**src/rtl/wavegen_pkg.sv**
```systemverilog
// Shared types for the wavegen command sequencer.
// Opcodes, waveform codes and FSM state encoding.
package wavegen_pkg;

  localparam logic [7:0] OP_NOP       = 8'h00;
  localparam logic [7:0] OP_SET_PHASE = 8'h01;
  localparam logic [7:0] OP_SET_AMP   = 8'h02;
  localparam logic [7:0] OP_SET_WAVE  = 8'h03;
  localparam logic [7:0] OP_ENABLE    = 8'h04;
  localparam logic [7:0] OP_SWEEP     = 8'h05;

  typedef enum logic [1:0] {
    SINUS        = 2'b00,
    SQUARE_PULSE = 2'b01,
    SAWTOOTH     = 2'b10,
    TRIANGLE     = 2'b11
  } wave_e;

  typedef enum logic [2:0] {
    S_IDLE,
    S_OPERAND,
    S_EXEC,
    S_SWEEP_WAIT,
    S_SWEEP_STEP
  } state_e;

  function automatic logic has_operand(
    input logic [7:0] b
  );
    return (b >= OP_SET_PHASE) && (b <= OP_SWEEP);
  endfunction

endpackage

```
**src/rtl/wavegen_cmd_if.sv**
```systemverilog
// Host command byte stream, valid/ready handshake.
// Master is the host bridge, slave is the sequencer.
interface wavegen_cmd_if;
  logic [7:0] cmd_data_i;
  logic       cmd_valid_i;
  logic       cmd_ready_o;

  modport master (
    output cmd_data_i,
    output cmd_valid_i,
    input  cmd_ready_o
  );

  modport slave (
    input  cmd_data_i,
    input  cmd_valid_i,
    output cmd_ready_o
  );
endinterface

```
**src/rtl/sweep_stepper.sv**
```systemverilog
// Sample-strobe divider and clamped amplitude step
// used by the sweep states of the sequencer.
module sweep_stepper #(
  parameter int SWEEP_DIV = 16,
  parameter int AMP_STEP  = 1
) (
  input  logic       clk_i,
  input  logic       rst_ni,
  input  logic       clr_i,
  input  logic       strobe_i,
  input  logic [7:0] amp_i,
  input  logic [7:0] target_i,
  output logic       hit_o,
  output logic [7:0] next_amp_o
);

  localparam int CW =
    (SWEEP_DIV > 1) ? $clog2(SWEEP_DIV) : 1;
  localparam logic [CW-1:0] LAST = CW'(SWEEP_DIV - 1);
  localparam logic [7:0] STEP = 8'(AMP_STEP);

  logic [CW-1:0] cnt_q, cnt_d;
  logic [7:0]    gap;
  logic          up;

  assign hit_o = strobe_i && (cnt_q == LAST);

  always_comb begin
    cnt_d = cnt_q;
    if (clr_i || hit_o) begin
      cnt_d = '0;
    end else if (strobe_i) begin
      cnt_d = cnt_q + CW'(1);
    end
  end

  // gap > STEP guarantees the step cannot overshoot or wrap
  always_comb begin
    up         = target_i > amp_i;
    gap        = up ? (target_i - amp_i) : (amp_i - target_i);
    next_amp_o = target_i;
    if (gap > STEP) begin
      next_amp_o = up ? (amp_i + STEP) : (amp_i - STEP);
    end
  end

  always_ff @(posedge clk_i or negedge rst_ni) begin
    if (!rst_ni) begin
      cnt_q <= '0;
    end else begin
      cnt_q <= cnt_d;
    end
  end

endmodule

```
**src/rtl/wavegen_cmd_sequencer.sv**
```systemverilog
// Byte-command controller for the CORDIC waveform generator:
// opcode/operand decode plus strobe-paced amplitude sweeps.
module wavegen_cmd_sequencer
  import wavegen_pkg::*;
#(
  parameter int SWEEP_DIV = 16,
  parameter int AMP_STEP  = 1
) (
  input  logic         clk_i,
  input  logic         rst_i,
  wavegen_cmd_if.slave cmd,
  input  logic         sample_strobe_i,
  output logic [7:0]   value_o,
  output logic         set_phase_o,
  output logic         set_amplitude_o,
  output logic [1:0]   waveform_o,
  output logic         enable_o,
  output logic         busy_o,
  output logic         err_o
);

  state_e     state_q, state_d;
  logic [7:0] op_q, op_d;
  logic [7:0] amp_q, amp_d;
  logic [7:0] tgt_q, tgt_d;
  logic [7:0] val_q, val_d;
  logic       sp_q, sp_d;
  logic       sa_q, sa_d;
  wave_e      wave_q, wave_d;
  logic       en_q, en_d;
  logic       busy_q, busy_d;
  logic       err_q, err_d;
  logic       rdy_q, rdy_d;

  logic       hs;
  logic       hit;
  logic [7:0] next_amp;
  logic [7:0] din;

  assign din = cmd.cmd_data_i;
  assign hs  = cmd.cmd_valid_i && rdy_q;

  sweep_stepper #(
    .SWEEP_DIV (SWEEP_DIV),
    .AMP_STEP  (AMP_STEP)
  ) u_step (
    .clk_i      (clk_i),
    .rst_ni     (rst_i),
    .clr_i      (state_q != S_SWEEP_WAIT),
    .strobe_i   (sample_strobe_i &&
                 (state_q == S_SWEEP_WAIT)),
    .amp_i      (amp_q),
    .target_i   (tgt_q),
    .hit_o      (hit),
    .next_amp_o (next_amp)
  );

  always_comb begin
    state_d = state_q;
    op_d    = op_q;
    amp_d   = amp_q;
    tgt_d   = tgt_q;
    val_d   = val_q;
    sp_d    = 1'b0;
    sa_d    = 1'b0;
    wave_d  = wave_q;
    en_d    = en_q;
    busy_d  = busy_q;
    err_d   = err_q;

    unique case (state_q)
      S_IDLE: begin
        if (hs) begin
          unique case (1'b1)
            din == OP_NOP: err_d = 1'b0;
            has_operand(din): begin
              op_d    = din;
              state_d = S_OPERAND;
            end
            default: err_d = 1'b1;
          endcase
        end
      end
      S_OPERAND: begin
        if (hs) begin
          state_d = S_EXEC;
          unique case (1'b1)
            op_q == OP_SET_PHASE: begin
              val_d = din;
              sp_d  = 1'b1;
            end
            op_q == OP_SET_AMP: begin
              val_d = din;
              amp_d = din;
              sa_d  = 1'b1;
            end
            op_q == OP_SET_WAVE:
              wave_d = wave_e'(din[1:0]);
            op_q == OP_ENABLE:
              en_d = din[0];
            op_q == OP_SWEEP: begin
              tgt_d  = din;
              busy_d = (din != amp_q);
            end
            default: ;
          endcase
        end
      end
      // busy_q is only set here by a sweep with real work
      S_EXEC: begin
        state_d = busy_q ? S_SWEEP_WAIT : S_IDLE;
      end
      S_SWEEP_WAIT: begin
        if (hit) begin
          amp_d   = next_amp;
          val_d   = next_amp;
          sa_d    = 1'b1;
          state_d = S_SWEEP_STEP;
        end
      end
      S_SWEEP_STEP: begin
        if (amp_q == tgt_q) begin
          busy_d  = 1'b0;
          state_d = S_IDLE;
        end else begin
          state_d = S_SWEEP_WAIT;
        end
      end
      default: state_d = S_IDLE;
    endcase

    rdy_d = (state_d == S_IDLE) ||
            (state_d == S_OPERAND);
  end

  always_ff @(posedge clk_i or negedge rst_i) begin
    if (!rst_i) begin
      state_q <= S_IDLE;
      op_q    <= '0;
      amp_q   <= '0;
      tgt_q   <= '0;
      val_q   <= '0;
      sp_q    <= 1'b0;
      sa_q    <= 1'b0;
      wave_q  <= SINUS;
      en_q    <= 1'b0;
      busy_q  <= 1'b0;
      err_q   <= 1'b0;
      rdy_q   <= 1'b0;
    end else begin
      state_q <= state_d;
      op_q    <= op_d;
      amp_q   <= amp_d;
      tgt_q   <= tgt_d;
      val_q   <= val_d;
      sp_q    <= sp_d;
      sa_q    <= sa_d;
      wave_q  <= wave_d;
      en_q    <= en_d;
      busy_q  <= busy_d;
      err_q   <= err_d;
      rdy_q   <= rdy_d;
    end
  end

  assign cmd.cmd_ready_o  = rdy_q;
  assign value_o          = val_q;
  assign set_phase_o      = sp_q;
  assign set_amplitude_o  = sa_q;
  assign waveform_o       = wave_q;
  assign enable_o         = en_q;
  assign busy_o           = busy_q;
  assign err_o            = err_q;

endmodule

```
**src/flat_wrapper.sv**
```systemverilog
// flat-port wrapper written by rule: the top's interface ports become plain ports
module wavegen_cmd_sequencer_flat import wavegen_pkg::*;
#(
  parameter int SWEEP_DIV = 16,
  parameter int AMP_STEP  = 1
)
  (clk_i, rst_i, sample_strobe_i, value_o, set_phase_o, set_amplitude_o, waveform_o, enable_o, busy_o, err_o, cmd_cmd_data_i, cmd_cmd_valid_i, cmd_cmd_ready_o);
  wavegen_cmd_if cmd_i ();
  input  logic clk_i;
  input  logic rst_i;
  input  logic sample_strobe_i;
  output logic [7:0] value_o;
  output logic set_phase_o;
  output logic set_amplitude_o;
  output logic [1:0] waveform_o;
  output logic enable_o;
  output logic busy_o;
  output logic err_o;
  input wire logic [$bits(cmd_i.cmd_data_i)-1:0] cmd_cmd_data_i;
  input wire logic [$bits(cmd_i.cmd_valid_i)-1:0] cmd_cmd_valid_i;
  output wire logic [$bits(cmd_i.cmd_ready_o)-1:0] cmd_cmd_ready_o;
  assign cmd_i.cmd_data_i = cmd_cmd_data_i;
  assign cmd_i.cmd_valid_i = cmd_cmd_valid_i;
  assign cmd_cmd_ready_o = cmd_i.cmd_ready_o;
  wavegen_cmd_sequencer #(.SWEEP_DIV(SWEEP_DIV), .AMP_STEP(AMP_STEP)) u_core (.clk_i(clk_i), .rst_i(rst_i), .cmd(cmd_i), .sample_strobe_i(sample_strobe_i), .value_o(value_o), .set_phase_o(set_phase_o), .set_amplitude_o(set_amplitude_o), .waveform_o(waveform_o), .enable_o(enable_o), .busy_o(busy_o), .err_o(err_o));
endmodule
```
**config.mk**
```make
export PLATFORM = sky130hd
export DESIGN_NAME = wavegen_cmd_sequencer_flat
export DESIGN_NICKNAME = d
export VERILOG_FILES = /design/src/rtl/wavegen_pkg.sv /design/src/rtl/wavegen_cmd_if.sv /design/src/rtl/sweep_stepper.sv /design/src/rtl/wavegen_cmd_sequencer.sv /design/src/flat_wrapper.sv
export SDC_FILE = /design/constraint.sdc
export NUM_CORES = 1
export LEC_CHECK = 0
export CORE_UTILIZATION = 53
export CTS_CLUSTER_DIAMETER = 80
export DETAILED_ROUTE_END_ITERATION = 8
export GPL_TIMING_DRIVEN = 0
export PLACE_DENSITY = 0.77
export SYNTH_ARGS = -nofsm -noshare
export SYNTH_HDL_FRONTEND = slang
export SYNTH_SLANG_ARGS = --single-unit
```
**constraint.sdc**
```tcl
create_clock -name clk_i -period 3.45 [get_ports clk_i]
set_clock_uncertainty 0.05 [all_clocks]
set_input_delay 0.69 -clock clk_i [delete_from_list [all_inputs] [get_ports clk_i]]
set_output_delay 0.69 -clock clk_i [all_outputs]
set_load 0.1 [all_outputs]
```
==> qor.csv, run 1 <==
metric;value;unit
outcome;finished, violations left;
violations;setup timing;
place_ws;-0.3704;ns
hold_viol_final;0;
timing.fmax;287.4;MHz
max_cap_viol_count;0;
drt_iter0_drc;317;
dp_hpwl;6243;um
drive_above_1_share;0.1304;
nets;451;
synth.top_cell.area_share;0.3534;
syn_nets;411;
p_comb_frac;0.665;
grt_usage;0.2732;
avgViaCountPerCell;6.147;
clkTransAtPathRegs;0.08;ns
synth_cell_types;53;
std_cell_rows;28;
place_congestion;0.9141;
die_area;6601;um2
port-buffer-count;24;
stdcell_count;489;
fin_hold_ws;0.1934;ns
critPathLaunchType;register;
cp.required;3.59;ns
cts_buffers;5;
worstSetupPathType;reg -> reg;
p_leak;1.737;nW
end_kind;register;
cts-root-buf;clkbuf_8;
core;5991;um2
antenna_found_initial;0;
cts_tree;done;
insertedDiodeCount;0;
detail-route-antenna-nets;0;
setup_viol;6;
period_needed;3.479;ns
routed_wl;8580;um
syn_inst;373;
vias;3006;
grt_max_degree;38;
worst_slew_pin_slew;1.093;ns
io_pins;28;
rsz0062_at_grt;yes;
yosysWarnings;0;
syn_area;3328;um2
p_seq_frac;0.238;
hp-class;in -> async;
synth.most_common_cell;dfrtp_1;
synth_area_leaders;dfrtp_1 35%, ha_1 8.6%, a21oi_1 5.7%;
ys_async_sr_fraction;1.000;
arrival;3.61;ns
cp_max_fo;7;
synth_top_flop_cell;dfrtp_1;
wl_per_cell;17.55;um
fin_crit_sh;1.008;
relSlewSlack;0.2667;
nFillCells;479;
drc_errors;0;
swShare;0.5156;
area_growth;18.20;%
grt_overflow_total;0;
syn_avg_cell_area;8.923;um2
synth_edf_count;0;
clock-sinks;47;
placed_cells;473;
power;0.003428;W
ir_drop;0.7617;mV
slew_violations;0;
synth.largest_area_cell;dfrtp_1;
ys_seq_elements;47;
clkLatencyLatePin;0.31;ns
grt_pass1_vias;2834;
die_x;81.25;um
p_sw;0.001767;W
synth_commonest_cells;47 x dfrtp_1, 38 x a21oi_1, 32 x nor2_1, 23 x ha_1, 23 x inv_1;
clockBufferDepth;2;
p_int;0.001661;W
die_h;81.25;um
yosysSeqAreaShare;0.3534;
utilization;0.6566;
start_util;0.5556;
drtPass1Iterations;5;
grt_pass1_wl;13610;um
powerDensity;871.4;nW/um2
ctsHoldBuffers;0;
setup_slack;-0.02891;ns
h-tree-depth;2;
clkPwrFrac;0.097;
## area by class of cell
type                    instances  area, um2  area share
plain buffers                  17      78.83     0.02004
multi-input cells             286       2101      0.5340
well taps                      75      93.84     0.02385
repair buffers                 33      315.3     0.08015
flip-flops and latches         47       1177      0.2993
clock inverters                 1      5.005    0.001272
inverters                      23      86.33     0.02195
clock buffers                   7      76.32     0.01940
## registers in the layout (all words and copies together) (netlist names)
register / flops
u_core.amp_q: 8
u_core.op_q: 8
u_core.tgt_q: 8
u_core.value_o: 8
u_core.u_step.cnt_q: 4
u_core.state_q: 3
u_core.waveform_o: 2
u_core.busy_o: 1
u_core.cmd.cmd_ready_o: 1
u_core.enable_o: 1
u_core.err_o: 1
u_core.set_amplitude_o: 1
u_core.set_phase_o: 1
## critical path: stages (launching register included)
cell       delay (ns)
dfrtp_2          0.44
ha_4             0.18
fa_2             0.40
and2b_4          0.28
o2111ai_2        0.11
a31o_4           0.30
buf_4            0.18
or3_4            0.40
or4b_1           0.50
buf_2            0.21
a31oi_2          0.22
a21oi_1          0.09
## power by group through the flow
| stage | sequential [W] | combinational, W | clock (W) |
|---|---|---|---|
| finish | 0.000817 | 0.00228 | 0.000332 |
| global route | 0.000832 | 0.00246 | 0.000362 |
| CTS | 0.000804 | 0.00212 | 0.000331 |
| detailed placement | 0.000821 | 0.00204 | 0 |
| global placement | 0.000817 | 0.00200 | 0 |
| floorplan | 0.00123 | 0.00117 | 0 |
## logic make-up after synthesis
kind of cell / count (synthesis) / share of synthesized area
compound gates: 105 / 0.1955
xor+xnor: 19 / 0.05000
fa+ha+maj: 26 / 0.1045
buf+inv: 40 / 0.04925
flops: 47 / 0.3534
mux: 18 / 0.05677
simple gates: 118 / 0.1906
## stage by stage
| stage | cell area (um2) | setup TNS [ns] |
|---|---|---|
| 2_1_floorplan | 3328 | 0 |
| 3_3_place_gp | 3662 | -1.211 |
| 4_1_cts | 3810 | 0 |
| 6_report | 3934 | -0.09506 |
| 3_5_place_dp | 3677 | -1.375 |
| 5_1_grt | 3934 | -0.9481 |
## final timing paths
check | start | endpoint | slack [ns] | depth (start not counted)
max | u_core.amp_q[0] | u_core.value_o[1] | -0.03 | 11
min | rst_i | u_core.enable_o | 0.19 | 1
max reg2reg | u_core.amp_q[0] | u_core.value_o[1] | -0.03 | 11
min reg2reg | u_core.op_q[4] | u_core.op_q[4] | 0.45 | 1
max in group asynchronous | rst_i | u_core.amp_q[0] | 2.67 | 2
min in group clk_i | u_core.op_q[4] | u_core.op_q[4] | 0.45 | 1
## what timing repair did
action | 4_1_cts | 5_1_grt
cloned | 0 | 0
buffers inserted | 3 | 5
resized for setup | 7 | 16
endpoints found under the setup margin | 13 | 15
pin swaps | 3 | 15
## routing by layer
metal  track usage  vias to the layer above  routed length, um
li1              -                     1420                  -
met1        0.3698                     1476               3881
met2        0.4546                       96               4073
met3       0.04607                       14                493
met4       0.06250                        0                131
met5             0                        -                  0
## layout by cell type (no fill, tap or decap), types with 3 or more instances in the layout
cell type / netlist / final
inv_1: 23 / 22
buf_2: 4 / 5
o21ai_0: 20 / 19
clkbuf_1: 10 / 11
o21a_1: 3 / 3
and2_1: 6 / 6
clkbuf_8: 0 / 5
nand4_1: 4 / 4
a31oi_2: 2 / 3
nand2b_1: 13 / 13
dfrtp_1: 47 / 46
mux2_2: 7 / 7
mux2i_1: 11 / 11
a31oi_1: 6 / 5
buf_4: 0 / 8
a21o_1: 5 / 5
o21ai_1: 2 / 3
o22ai_1: 5 / 5
and3_1: 3 / 3
nand3_1: 9 / 9
xor2_1: 13 / 13
nand2_1: 20 / 19
nor2_1: 32 / 32
nor3_1: 7 / 7
ha_1: 23 / 19
a21oi_1: 38 / 35
o211ai_1: 5 / 5
or4_1: 3 / 3
nor2b_1: 4 / 4
a211oi_1: 6 / 6
xnor2_1: 6 / 6
clkdlybuf4s50_1: 0 / 23
nor4_1: 6 / 5
ha_4: 0 / 4
Power figures use the tool's default switching activity.
==> run 2, diff against run 1 <==
Settings changed: CORE_ASPECT_RATIO set to 1.2, REMOVE_ABC_BUFFERS set to 1.
==> run 2 against run 1 <==
Against the previous run: largest cell class unchanged; count of clock-buffer cells in the layout fell by 2; combinational power increased by 2%; the run still ends with setup timing left; routed wire length rose by 0.62%.
==> qor.csv, run 2 (same netlist as run 1, synthesis figures left out) <==
metric;value;unit;change
outcome;finished, violations left;;
violations;setup timing;;
ctsHoldBuffers;0;;unchanged
place_congestion;0.8953;;-2.1%
cp.depth;13;;+2
h-tree-depth;2;;unchanged
setup_slack;-0.04782;ns;-0.01891 ns
detail-route-antenna-nets;0;;unchanged
port-buffer-count;27;;+13%
core;6051;um2;+1.0%
arrival;3.63;ns;+0.02 ns
critPathLaunchType;register;;
final_common_cell;dfrtp_1;;
drtPass1Iterations;5;;unchanged
hp-class;in -> async;;
cts_buffers;5;;unchanged
crit_end;u_core.amp_q[7];;
std_cell_rows;31;;+11%
cp_max_fo;7;;unchanged
cp-startpoint;u_core.amp_q[7];;
wl_per_cell;17.76;um;+1.2%
drive_above_1_share;0.1584;;+0.02798
cts_tree;done;;
drt_iter0_drc;211;;-33%
most-common-layout-cells;45 x dfrtp_1, 34 x a21oi_1, 32 x nor2_1;;
ir_drop;0.6149;mV;-19%
routed_wl;8633;um;+0.62%
die_area;6602;um2;about the same
clock-sinks;47;;unchanged
max_cap_viol_count;0;;unchanged
stdcell_count;486;;-0.61%
placed_cells;466;;-1.5%
slew_violations;0;;unchanged
dp_hpwl;5837;um;-6.5%
powerDensity;883.8;nW/um2;+1.4%
nFillCells;482;;+0.63%
r2r_end;u_core.amp_q[7];;
period_needed;3.498;ns;+0.01891 ns
clkLatencyLatePin;0.31;ns;about the same
io_pins;28;;unchanged
area_growth;20.86;%;
grt_usage;0.2644;;-0.008718
antenna_found_initial;0;;unchanged
worst_slew_pin_slew;0.9950;ns;-0.09763 ns
vias;2994;;-0.40%
cp.required;3.58;ns;about the same
place_ws;-0.4141;ns;-0.04375 ns
crit_path_max_incr_delay;0.47;ns;-0.03 ns
timing.fmax;285.9;MHz;-0.54%
grt_pass1_vias;2735;;-3.5%
p_leak;1.733;nW;-0.21%
cp_cell_sequence;inv_1 -> ha_1 -> nand4_1 -> o22ai_1 -> a31o_4 -> ha_4 -> a21oi_2 -> o211ai_1 -> or3_1 -> a31oi_2 -> xnor2_1 -> nor4_2 -> a211oi_1;;
cp_top_family;compound AO/OA/AOI/OAI gates;;
nets;442;;-2.0%
seqCellArea;1179;um2;+0.11%
avgViaCountPerCell;6.160;;+0.22%
start_util;0.5500;;-0.005514
end_kind;register;;
die_h;88.81;um;+9.3%
fin_crit_sh;1.014;;+0.005480
drc_errors;0;;unchanged
multi_input_area;2166;um2;+3.1%
slowest_stage;ha_1;;
grt_max_degree;32;;-16%
grt_pass1_wl;13150;um;-3.3%
insertedDiodeCount;0;;unchanged
rsz0062_at_grt;yes;;
r2r_start;u_core.amp_q[7];;
setup_tns;-0.1193;ns;-0.02425 ns
setup_viol;4;;-2
cts-root-buf;clkbuf_8;;
worstSetupPathType;reg -> reg;;
hold_viol_final;0;;unchanged
reg2reg_slack;-0.05;ns;-0.02 ns
path_buf_inv;1;;-1
relSlewSlack;0.3342;;+0.06752
clockBufferDepth;2;;unchanged
rr_worst_depth;13;;+2
die_x;74.34;um;-8.5%
clkTransAtPathRegs;0.09;ns;about the same
grt_overflow_total;0;;unchanged
## run 2: area by class of cell
| class | instances | share of cell area |
|---|---|---|
| Inverter | 23 | 0.02146 |
| Tap cell | 82 | 0.02551 |
| Clock inverter | 2 | 0.009331 |
| Timing Repair Buffer | 41 | 0.09518 |
| Clock buffer | 5 | 0.01711 |
| Multi-Input combinational cell | 286 | 0.5384 |
| Sequential cell | 47 | 0.2930 |
## run 2: where the power goes
group          switching [W]  internal [W]
registers           0.000153      0.000678
logic                0.00145      0.000862
clock network       0.000196      0.000212
## run 2: metrics by stage
stage	instance area, um2	util	total power (W)	hold WS [ns]
global route	4023	0.6648	0.003756	0.2834
detailed placement	3638	0.6013	0.002829	0.4134
floorplan	3251	-	0.002370	0.3444
global placement	3623	0.5988	0.002782	0.4121
finish	4023	0.6648	0.003555	0.2440
CTS	3824	0.6319	0.003342	0.2560
## run 2: how the worst min path moves through the flow
stage	startpoint	endpoint	slack, ns
detailed placement	u_core.op_q[7]	u_core.op_q[7]	0.41
CTS	rst_i	u_core.err_o	0.26
global placement	u_core.op_q[7]	u_core.op_q[7]	0.41
floorplan	rst_i	u_core.amp_q[0]	0.34
finish	rst_i	u_core.amp_q[5]	0.24
global route	rst_i	u_core.value_o[7]	0.28
## run 2: worst reg2reg max path, stage by stage, from the launching register on
cell,delay (ns)
dfrtp_1,0.38
inv_1,0.08
ha_1,0.47
nand4_1,0.26
o22ai_1,0.27
a31o_4,0.21
ha_4,0.22
a21oi_2,0.15
o211ai_1,0.16
or3_1,0.40
a31oi_2,0.22
xnor2_1,0.11
nor4_2,0.31
a211oi_1,0.09
## run 2: metal layers
layer,global-route usage,vias to the layer above,share of wire
li1,-,1393,-
met1,0.3406,1460,0.42
met2,0.4455,115,0.50
met3,0.03303,26,0.047
met4,0.1149,0,0.033
met5,0,-,0
## run 2: repair_timing
action                     in CTS  in global routing
setup endpoints to repair      16                 16
buffers inserted                5                  8
cloned                          0                  0
pin swaps                       6                 12
resized for setup               9                 26
